$ cat config.mk
export PLATFORM = sky130hd
export DESIGN_NAME = arb_mux_2x1_ctrl
export DESIGN_NICKNAME = d
export VERILOG_FILES = /design/src/rtl/arb_pkg.sv /design/src/rtl/mux_2x1.sv /design/src/rtl/arb_mux_2x1_ctrl.sv
export SDC_FILE = /design/constraint.sdc
export NUM_CORES = 1
export LEC_CHECK = 0
export ABC_AREA = 1
export ABC_CLOCK_PERIOD_IN_PS = 1500
export BUFFER_PORTS_ARGS = -buffer_cell sky130_fd_sc_hd__buf_4
export CAP_MARGIN = 20
export CORE_AREA = 2 2 43 45
export DETAILED_ROUTE_END_ITERATION = 6
export DIE_AREA = 0 0 45 47
export PLACE_DENSITY = 0.84
export SLEW_MARGIN = 20
export SYNTH_ARGS = -nofsm -noshare
export SYNTH_HDL_FRONTEND = slang
export SYNTH_SLANG_ARGS = --single-unit
$ cat constraint.sdc
create_clock -name clk -period 1.5 [get_ports clk]
set_input_delay 0 -clock clk [delete_from_list [all_inputs] [get_ports clk]]
set_output_delay 0 -clock clk [all_outputs]
set_load 0.005 [all_outputs]
$ cat src/rtl/arb_pkg.sv
// rtl/arb_pkg.sv - shared types and sizing helpers for the 2-requester burst arbiter
package arb_pkg;

  typedef enum logic [1:0] {
    IDLE = 2'd0,
    GNT0 = 2'd1,
    GNT1 = 2'd2
  } arb_state_e;

  localparam int NUM_REQ = 2;

  // Beat counter width; a single bit is kept even when MAX_BURST is 1 or 2.
  function automatic int cnt_width(input int max_burst);
    return (max_burst <= 2) ? 1 : $clog2(max_burst);
  endfunction

endpackage

$ cat src/rtl/mux_2x1.sv
// rtl/mux_2x1.sv - single-bit 2:1 dataflow mux (s = 1 selects b)
module mux_2x1 (
  input  logic a,
  input  logic b,
  input  logic s,
  output logic y
);

  assign y = s ? b : a;

endmodule

$ cat src/rtl/arb_mux_2x1_ctrl.sv
// rtl/arb_mux_2x1_ctrl.sv - round-robin burst arbiter driving a 2:1 valid/ready mux
module arb_mux_2x1_ctrl
  import arb_pkg::*;
#(
  parameter int DW        = 8,
  parameter int MAX_BURST = 4
) (
  input  logic               clk,
  input  logic               rst,
  input  logic [NUM_REQ-1:0] in_valid,
  input  logic [NUM_REQ-1:0] in_last,
  input  logic [DW-1:0]      in_data0,
  input  logic [DW-1:0]      in_data1,
  output logic [NUM_REQ-1:0] in_ready,
  output logic               out_valid,
  output logic [DW-1:0]      out_data,
  output logic               out_last,
  input  logic               out_ready,
  output logic               sel,
  output logic [NUM_REQ-1:0] grant
);

  localparam int            CW       = cnt_width(MAX_BURST);
  localparam logic [CW-1:0] CNT_LAST = CW'(MAX_BURST - 1);

  arb_state_e    state_q, state_d;
  logic [CW-1:0] cnt_q, cnt_d;
  logic          last_served_q, last_served_d;
  logic          sel_q, sel_d;

  logic [DW-1:0] mux_data;
  logic          mux_valid;
  logic          mux_last;
  logic          granted;
  logic          accept;
  logic          burst_end;
  logic          other_valid;

  for (genvar i = 0; i < DW; i++) begin : g_data_mux
    mux_2x1 u_mux_data (
      .a (in_data0[i]),
      .b (in_data1[i]),
      .s (sel_q),
      .y (mux_data[i])
    );
  end

  mux_2x1 u_mux_valid (
    .a (in_valid[0]),
    .b (in_valid[1]),
    .s (sel_q),
    .y (mux_valid)
  );

  mux_2x1 u_mux_last (
    .a (in_last[0]),
    .b (in_last[1]),
    .s (sel_q),
    .y (mux_last)
  );

  assign granted     = (state_q != IDLE);
  assign out_valid   = granted & mux_valid;
  assign out_last    = granted & mux_last;
  assign out_data    = mux_data;
  assign accept      = out_valid & out_ready;
  assign burst_end   = accept & (mux_last | (cnt_q == CNT_LAST));
  assign other_valid = sel_q ? in_valid[0] : in_valid[1];

  assign sel   = sel_q;
  assign grant = {state_q == GNT1, state_q == GNT0};

  always_comb begin
    in_ready = 2'b00;
    if (granted) begin
      in_ready = sel_q ? {out_ready, 1'b0} : {1'b0, out_ready};
    end
  end

  always_comb begin
    state_d       = state_q;
    cnt_d         = cnt_q;
    last_served_d = last_served_q;
    case (state_q)
      IDLE: begin
        case (in_valid)
          2'b01:   state_d = GNT0;
          2'b10:   state_d = GNT1;
          2'b11:   state_d = last_served_q ? GNT0 : GNT1;
          default: state_d = IDLE;
        endcase
      end
      GNT0, GNT1: begin
        if (burst_end) begin
          cnt_d         = '0;
          last_served_d = sel_q;
          // A limit-ended burst without last still has data queued, so it may keep the grant.
          if (other_valid) begin
            state_d = sel_q ? GNT0 : GNT1;
          end else if (!mux_last) begin
            state_d = state_q;
          end else begin
            state_d = IDLE;
          end
        end else if (accept) begin
          cnt_d = cnt_q + CW'(1);
        end
      end
      default: state_d = IDLE;
    endcase
    sel_d = (state_d == GNT1);
  end

  always_ff @(posedge clk or posedge rst) begin
    if (rst) begin
      state_q       <= IDLE;
      cnt_q         <= '0;
      last_served_q <= 1'b1;
      sel_q         <= 1'b0;
    end else begin
      state_q       <= state_d;
      cnt_q         <= cnt_d;
      last_served_q <= last_served_d;
      sel_q         <= sel_d;
    end
  end

endmodule

Word-level counts from Yosys, hierarchy flattened
Cells that the tools add are included.
W data, S select, Z words.

storage, ports and cells
  flip-flop bits (word level) = 6
  input port bits = 23
  output and inout port bits = 15
  word-level logic and storage cells = 45

operators by class
  add/sub/neg operators = 1
  equal/unequal tests = 7
  multiplexer cells = 22
  bitwise logic cells = 5
  reductions and logical operators = 6

operator list
  operator               number
  $mux W2                9
  $mux W1                11
  $eq A2 B2 Y1 const B   5
  $pmux W2 S3            1
  $and A1 B1 Y1          4
  $eq A2 B1 Y1 const B   2
  $pmux W2 S2            1
  $reduce_and A2 Y1      2
  $reduce_bool A2 Y1     2
  $add A2 B1 Y2 const B  1
  $logic_not A2 Y1       1
  $reduce_or A2 Y1       1
  $or A1 B1 Y1           1

Longest topological paths before layout
Gate-level depths: netlist (run 1).

  depth after elaboration = 7
  mapped depth = 11
  gate-level depth less buffers = 11

Cells and area by module
A second synthesis (run 1) with hierarchy kept.

second synthesis, totals
  cells, all modules = 101
  area, all modules = 601.8 sq um

by module, submodules not included
  module            times used  cells each  area an instance (sq um)  seq. area each (sq um)
  arb_mux_2x1_ctrl  1           61          451.7                     151.4
  mux_2x1           10          4           15.0                      0.0

Worst setup path after synthesis (run 1)
Ideal clock, no wire load.

  path kind = reg-to-reg
  start = reg state_q[0]
  end = reg sel_q (netlist: sel)
  library setup time = 115 ps
  arrival = 1317 ps
  required time = 1385 ps
  path slack = 69 ps
  stages on the path, launching flop included = 12
  path buffers = 0
  period minus slack after synthesis = 1431 ps
  cell sequence = dfrtp_1 inv_1 ha_1 inv_1 nand3_1 nand2_1 nand3_1 nand2_1 nand3_1 nand2_1 nand2_1 nor2_1

between the ends
  word-level cells in the longest chain between the ends = 7
  elaborated cells on any way between the ends = 13
  classes of those cells = eq/ne: 3; mux: 4; bitwise: 3; reduce/logical: 3

ends and longest elaborated chain
  element                 line                     text
  start, declared         arb_mux_2x1_ctrl.sv:26   arb_state_e state_q, state_d;
  start signal, assigned  arb_mux_2x1_ctrl.sv:121  state_q <= state_d;
  $reduce_bool A2 Y1      arb_mux_2x1_ctrl.sv:62   assign granted = (state_q != IDLE);
  $and A1 B1 Y1           arb_mux_2x1_ctrl.sv:63   assign out_valid = granted & mux_valid;
  named net out_valid     arb_mux_2x1_ctrl.sv:15   output logic out_valid,
  $and A1 B1 Y1           arb_mux_2x1_ctrl.sv:66   assign accept = out_valid & out_ready;
  $and A1 B1 Y1           arb_mux_2x1_ctrl.sv:67   assign burst_end = accept & (mux_last | (cnt_q == CNT_LAST));
  $mux W2                 arb_mux_2x1_ctrl.sv:94   if (burst_end) begin
  $pmux W2 S2             arb_mux_2x1_ctrl.sv:84   case (state_q)
  $eq A2 B2 Y1            arb_mux_2x1_ctrl.sv:111  sel_d = (state_d == GNT1);
  named net sel_d         arb_mux_2x1_ctrl.sv:29   logic sel_q, sel_d;
  end signal, assigned    arb_mux_2x1_ctrl.sv:124  sel_q <= sel_d;
  end, declared           arb_mux_2x1_ctrl.sv:29

The timed path passes the listed nets, and every way through them passes these cells.
A chain may end at the register's enable or synchronous reset.

Worst setup path in the final report (run 1)
  start = reg state_q[0]
  end = reg sel_q (netlist: sel)

between the ends
  word-level cells in the longest chain between the ends = 7
  elaborated cells on any way between the ends = 13
  classes of those cells = eq/ne: 3; mux: 4; bitwise: 3; reduce/logical: 3

ends and longest elaborated chain
  element             line
  $reduce_bool A2 Y1  arb_mux_2x1_ctrl.sv:62
  $and A1 B1 Y1       arb_mux_2x1_ctrl.sv:63
  $and A1 B1 Y1       arb_mux_2x1_ctrl.sv:66
  $and A1 B1 Y1       arb_mux_2x1_ctrl.sv:67
  $mux W2             arb_mux_2x1_ctrl.sv:94
  $pmux W2 S2 *       arb_mux_2x1_ctrl.sv:84
  $eq A2 B2 Y1 *      arb_mux_2x1_ctrl.sv:111
  named net sel_d     arb_mux_2x1_ctrl.sv:29

Mark *: on every way through the listed nets, which the timed path passes. The rest lies on a longest branch.

==> results of run 1 <==
==> power by group through the flow <==
stage / clock, uW / sequential, uW / combinational (uW)
floorplan: 0 / 300 / 664
global placement: 0 / 307 / 1010
detailed placement: 0 / 311 / 1050
CTS: 166 / 305 / 1080
global route: 179 / 328 / 1280
finish: 158 / 317 / 1140
==> worst reg2reg max path: cells and delay by family, from the launching register on <==
family,cells,cell delay (ps)
flops,1,350
simple gates,8,660
buf+inv,2,140
fa+ha+maj,1,200
==> flip-flops by register name, indices dropped and copies added, names as in the netlist <==
| register | cells |
|---|---|
| cnt_q | 2 |
| last_served_q | 1 |
| state_q | 2 |
| sel | 1 |
==> synthesized netlist by cell type (all sizes together) <==
| cell | n |
|---|---|
| nor2 | 3 |
| dfrtp | 5 |
| ha | 5 |
| a21oi | 5 |
| nor3 | 2 |
| nand3 | 11 |
| buf | 9 |
| nand2 | 45 |
| o21ai | 2 |
| o211ai | 1 |
| inv | 13 |
| a31oi | 1 |
| clkbuf | 1 |
| dfstp | 1 |
==> metal layers <==
metal	global-route usage (%)	part of all wire (%)	vias to the layer above
met2	36.57	56	40
met4	11.76	1.3	0
met3	4.231	7.6	6
met1	18.31	35	366
li1	-	-	397
met5	0	0	-
==> what timing repair did <==
item | in CTS | in global routing
gates resized for setup | 0 | 11
hold endpoints to repair | 6 | 0
pin swaps | 0 | 2
setup buffers | 1 | 1
hold buffers | 1 | 0
endpoints found under the setup margin | 1 | 6
==> worst paths after layout <==
path                       cells after the start             to         from
min in group asynchronous                      3     state_q[0]          rst
hold reg to reg                                2       cnt_q[1]     cnt_q[1]
hold / removal                                 3     state_q[0]  in_valid[0]
max in group asynchronous                      3  last_served_q          rst
setup reg to reg                              11            sel   state_q[0]
setup / recovery                              11            sel   state_q[0]
==> cell type report <==
class | instances | area (sq um)
Timing Repair Buffer | 46 | 347.8
Tap cell | 17 | 21.27
Fill cell | 156 | 658.1
Clock buffer | 4 | 26.28
Inverter | 13 | 51.30
Sequential cell | 6 | 152.6
Multi-Input combinational cell | 75 | 394.1
==> per-stage QoR <==
stage	cells	cell area, sq um
6_report	161	993.5
5_1_grt	161	993.5
4_1_cts	160	962.2
3_5_place_dp	154	918.4
3_3_place_gp	154	918.4
2_1_floorplan	104	643.1
==> logic make-up (layout without fill, tap and decap cells) <==
kind of cell | after synthesis | after routing | share of synthesized area (%)
simple gates | 61 | 61 | 40.86
buf+inv | 23 | 63 | 18.29
compound gates | 9 | 9 | 7.588
flops | 6 | 6 | 23.54
fa+ha+maj | 5 | 5 | 9.728
==> impl_metrics.tcl, run 1 <==
set metrics [dict create \
    finalCritPeriodShare_pct 93.98 \
    syn_nets 132 \
    worstSkewPairLatency_ps 240 \
    ctsHtreeMaxLevel 1 \
    ys_seq_area_share_pct 23.54 \
    start_util_pct 38.94 \
    internal-power_uw 899.9 \
    final_util_pct 60.15 \
    num_rows 15 \
    p_sw_share_pct 44.42 \
    endpoint_kind "flip-flop" \
    power_frac_seq_pct 19.6 \
    crit_fanout 3 \
    grt_use_total_pct 19.02 \
    cts_sinks 6 \
    syn-cell-area_sq_um 643.1 \
    vias 809 \
    setup_viol 0 \
    hp-class "in2reg" \
    dp_slack_ps -7.406 \
    clkTransAtPathRegs_ps 50 \
    p_sw_uw 719.3 \
    required_ps 1680 \
    cpPeakStageDelay_ps 350 \
    cts_made_buffers 3 \
    syn_to_final_growth_pct 54.47 \
    grt_first_pass_wirelength_um 2939 \
    max_freq_mhz 709.4 \
    drive_above_1_share_pct 44.44 \
    nets 173 \
    synth_top_cell_by_area "nand2_1" \
    grt_pass1_vias 789 \
    synth_top_area_share_pct 25.10 \
    crit_family "simple AND/OR/NAND/NOR gates" \
    power.density_mw_per_mm2 1630 \
    io_buffers 37 \
    setup_tns_ps 0 \
    drt_wl_total_um 1859 \
    cts_tree "done" \
    root_buffer "clkbuf_4" \
    remaining_drc_errors 0 \
    slew_viol_final 0 \
    r2r_slack_ps 90 \
    drtIter0Drc 10 \
    dieArea_sq_mm 0.002115 \
    avgViaCountPerCell 5.025 \
    io_pins 38 \
    dr.pass1.iters 7 \
    cp.arrival_ps 1590 \
    start_kind "flip-flop" \
    wl_per_cell_um 11.55 \
    crit_path_top_delay_cell "dfrtp_1" \
    detail-route-antenna-nets 0 \
    num_antenna_cells 0 \
    ys_ff_latch 6 \
    core_area_sq_mm 0.001652 \
    crit_buf_inv 2 \
    gr-total-overflow 0 \
    worst_slack_ps 90.27 \
    gp_congestion 0.8202 \
    drv_cap 0 \
    yosys_warnings 0 \
    whs_ps 106.7 \
    worst_slew_pin_slew_ps 218.2 \
    relSlewSlack_pct 85.39 \
    fin_skew_ps 11.33 \
    dp_hpwl_um 1502 \
    timing.final.crit_period_ps 1410 \
    synth.avg_cell_area_sq_um 6.184 \
    leakagePower_uw 0.0005825 \
    hold_viol 0 \
    die_h_um 47 \
    final_cell_mix "buf_4, nand2_1, inv_1" \
    clock_power_share_pct 9.7 \
    grt_max_degree 10 \
    synthDistinctLibCells 19 \
    comb_power_share_pct 70.7 \
    status "finished, final reports clean" \
    worstSetupPathType "reg2reg" \
    antenna_found_initial 0 \
    die_width_um 45 \
    power.total_uw 1619 \
    path_cells "inv_1, ha_2, inv_2, nand3_1, nand2_2, nand3_2, nand2_1, nand3_1, nand2_1, nand2_2, nor2_2" \
    cts.path.max_buffers 2 \
    vdd_drop_max_mv 1.017 \
    syn_inst 104 \
    synth_top_cells_by_area "nand2_1, dfrtp_1, ha_1" \
    final_common_cell "buf_4" \
]
(Power assumes the default switching activity.)
==> inputs of run 2 (changes only) <==
- CELL_PAD_IN_SITES_DETAIL_PLACEMENT: not set -> 1
- CELL_PAD_IN_SITES_GLOBAL_PLACEMENT: not set -> 2
- CORE_AREA: 2 2 43 45 -> 2 2 60 62
- DIE_AREA: 0 0 45 47 -> 0 0 62 64
- PLACE_DENSITY: 0.84 -> 0.87
==> run 2 against run 1 <==
Net effect: utilization fell by 28 points; worst hold slack improved by 16 ps; routed wire length rose by 13%; via count fell by 2.1%; sequential share of layout area fell by 1.1 points; sequential power fell by 5%; die area rose by 88%; flip-flop and latch count did not move; register-to-register slack got worse by 20 ps; combinational power rose by 9%; maximum frequency fell by 1.1%; largest cell class unchanged; highest routed layer unchanged.
==> impl_metrics.tcl, run 2 (same netlist as run 1, synthesis figures left out) <==
set metrics [dict create \
    num_antenna_cells 0 \
    dieArea_sq_mm 0.003968 \
    drtIter0Drc 27 \
    dr.pass1.iters 2 \
    drv_cap 0 \
    grt_first_pass_wirelength_um 3132 \
    remaining_drc_errors 0 \
    core_area_sq_mm 0.003284 \
    final_util_pct 32.65 \
    max_freq_mhz 701.8 \
    status "finished, final reports clean" \
    fin_cells 195 \
    hp-class "in2reg" \
    comb_power_share_pct 72.8 \
    drive_above_1_share_pct 46.31 \
    io_buffers 37 \
    dp_hpwl_um 1736 \
    vdd_drop_max_mv 0.3990 \
    finalCritPeriodShare_pct 95.00 \
    die_width_um 62 \
    setup_viol 0 \
    ctsHtreeMaxLevel 1 \
    grt_pass1_vias 757 \
    worstSetupPathType "reg2reg" \
    cts_tree "done" \
    grt_use_total_pct 10.61 \
    drt_wl_total_um 2106 \
    syn_to_final_growth_pct 66.73 \
    whs_ps 122.5 \
    avgViaCountPerCell 4.062 \
    worstSkewPairLatency_ps 250 \
    dpl_cell_area_sq_um 947.2 \
    vias 792 \
    wl_per_cell_um 10.80 \
    grt_max_degree 11 \
    gr-total-overflow 0 \
    internal-power_uw 961.2 \
    final_common_cell "buf_4" \
    die_h_um 64 \
    reg_top3 "cnt_q: 2 flops, state_q: 2 flops" \
    relSlewSlack_pct 85.19 \
    io_pins 38 \
    cts_sinks 6 \
    start_kind "flip-flop" \
    p_sw_uw 737.9 \
    hold_viol 0 \
    fin_skew_ps 5.618 \
    multi_input_area_sq_um 404.1 \
    num_rows 21 \
    placed_cells 182 \
    fin_area_sq_mm 0.001072 \
    final_cell_mix "buf_4, nand2_1, inv_1" \
    leakagePower_uw 0.0006084 \
    required_ps 1630 \
    timing.final.crit_period_ps 1425 \
    cp.arrival_ps 1560 \
    slew_viol_final 0 \
    start_util_pct 19.58 \
    root_buffer "clkbuf_4" \
    num-fill-cells 424 \
    clock_power_share_pct 9.6 \
    clkTransAtPathRegs_ps 50 \
    endpoint_kind "flip-flop" \
    p_sw_share_pct 43.43 \
    nets 178 \
    cts.path.max_buffers 2 \
    crit_fanout 4 \
    cts_made_buffers 3 \
    antenna_found_initial 0 \
    detail-route-antenna-nets 0 \
    power_frac_seq_pct 17.7 \
    worst_slew_pin_slew_ps 219.9 \
    seq_area_sq_um 152.6 \
    power.density_mw_per_mm2 1585 \
    gp_congestion 0.7241 \
]
-- run 2: cell count changes in the layout (fill, tap and decap cells not counted), sizes merged --
cell    before  now
clkbuf       4    5
buf         45   49
-- run 2: power by group through the flow --
stage,Clock (uW),Sequential (uW),Combinational (uW)
detailed placement,0,317,1040
global route,186,307,1380
global placement,0,310,1020
CTS,171,314,1060
floorplan,0,300,664
finish,163,300,1240
-- run 2: path summary, 6_finish.rpt --
path / cells past startpoint / end / start / slack (ps)
setup / recovery: 9 / cnt_q[0] / state_q[0] / 80
hold / removal: 3 / state_q[0] / in_valid[0] / 120
setup reg to reg: 9 / cnt_q[0] / state_q[0] / 80
hold reg to reg: 2 / cnt_q[1] / cnt_q[1] / 510
max in group asynchronous: 3 / last_served_q / rst / 1010
min in group asynchronous: 3 / cnt_q[0] / rst / 230
-- run 2: repair_timing --
| action | in CTS | in global routing |
|---|---|---|
| cloned | 0 | 0 |
| endpoints found under the setup margin | 1 | 6 |
| gates resized for setup | 1 | 9 |
| hold buffers | 1 | 0 |
| pin swaps | 0 | 3 |
| setup buffers | 0 | 8 |
| endpoints found under the hold margin | 6 | 0 |
-- run 2: cell type report --
type / count / share of cell area, %
flip-flops and latches: 6 / 14.24
repair buffers: 51 / 35.71
clock buffers: 4 / 2.450
well taps: 46 / 5.368
inverters: 13 / 4.551
multi-input cells: 75 / 37.69
-- run 2: worst max-delay path: stages (launching register included) --
cell and delay [ps]:
dfrtp_1 380, inv_2 50, ha_2 180, inv_2 70, nand3_1 90, nand2_2 110
buf_4 110, nand3_1 110, a21oi_1 150, a21oi_1 60
-- run 2: routing by layer --
layer | track usage (%) | share of wire (%) | vias up
met5 | 0 | 0 | -
met4 | 5.585 | 1.3 | 0
met2 | 17.45 | 52 | 16
li1 | - | - | 405
met3 | 1.215 | 3.0 | 4
met1 | 12.99 | 44 | 367
-- run 2: through the flow --
| step | power, uW | worst slack [ps] | setup TNS (ps) |
|---|---|---|---|
| 5_1_grt | 1876 | -22.29 | -40.40 |
| 2_1_floorplan | 963.8 | 68.75 | 0 |
| 4_1_cts | 1543 | 14.97 | 0 |
| 6_report | 1699 | 75.04 | 0 |
| 3_5_place_dp | 1361 | -4.800 | -4.800 |
| 3_3_place_gp | 1330 | 101.0 | 0 |
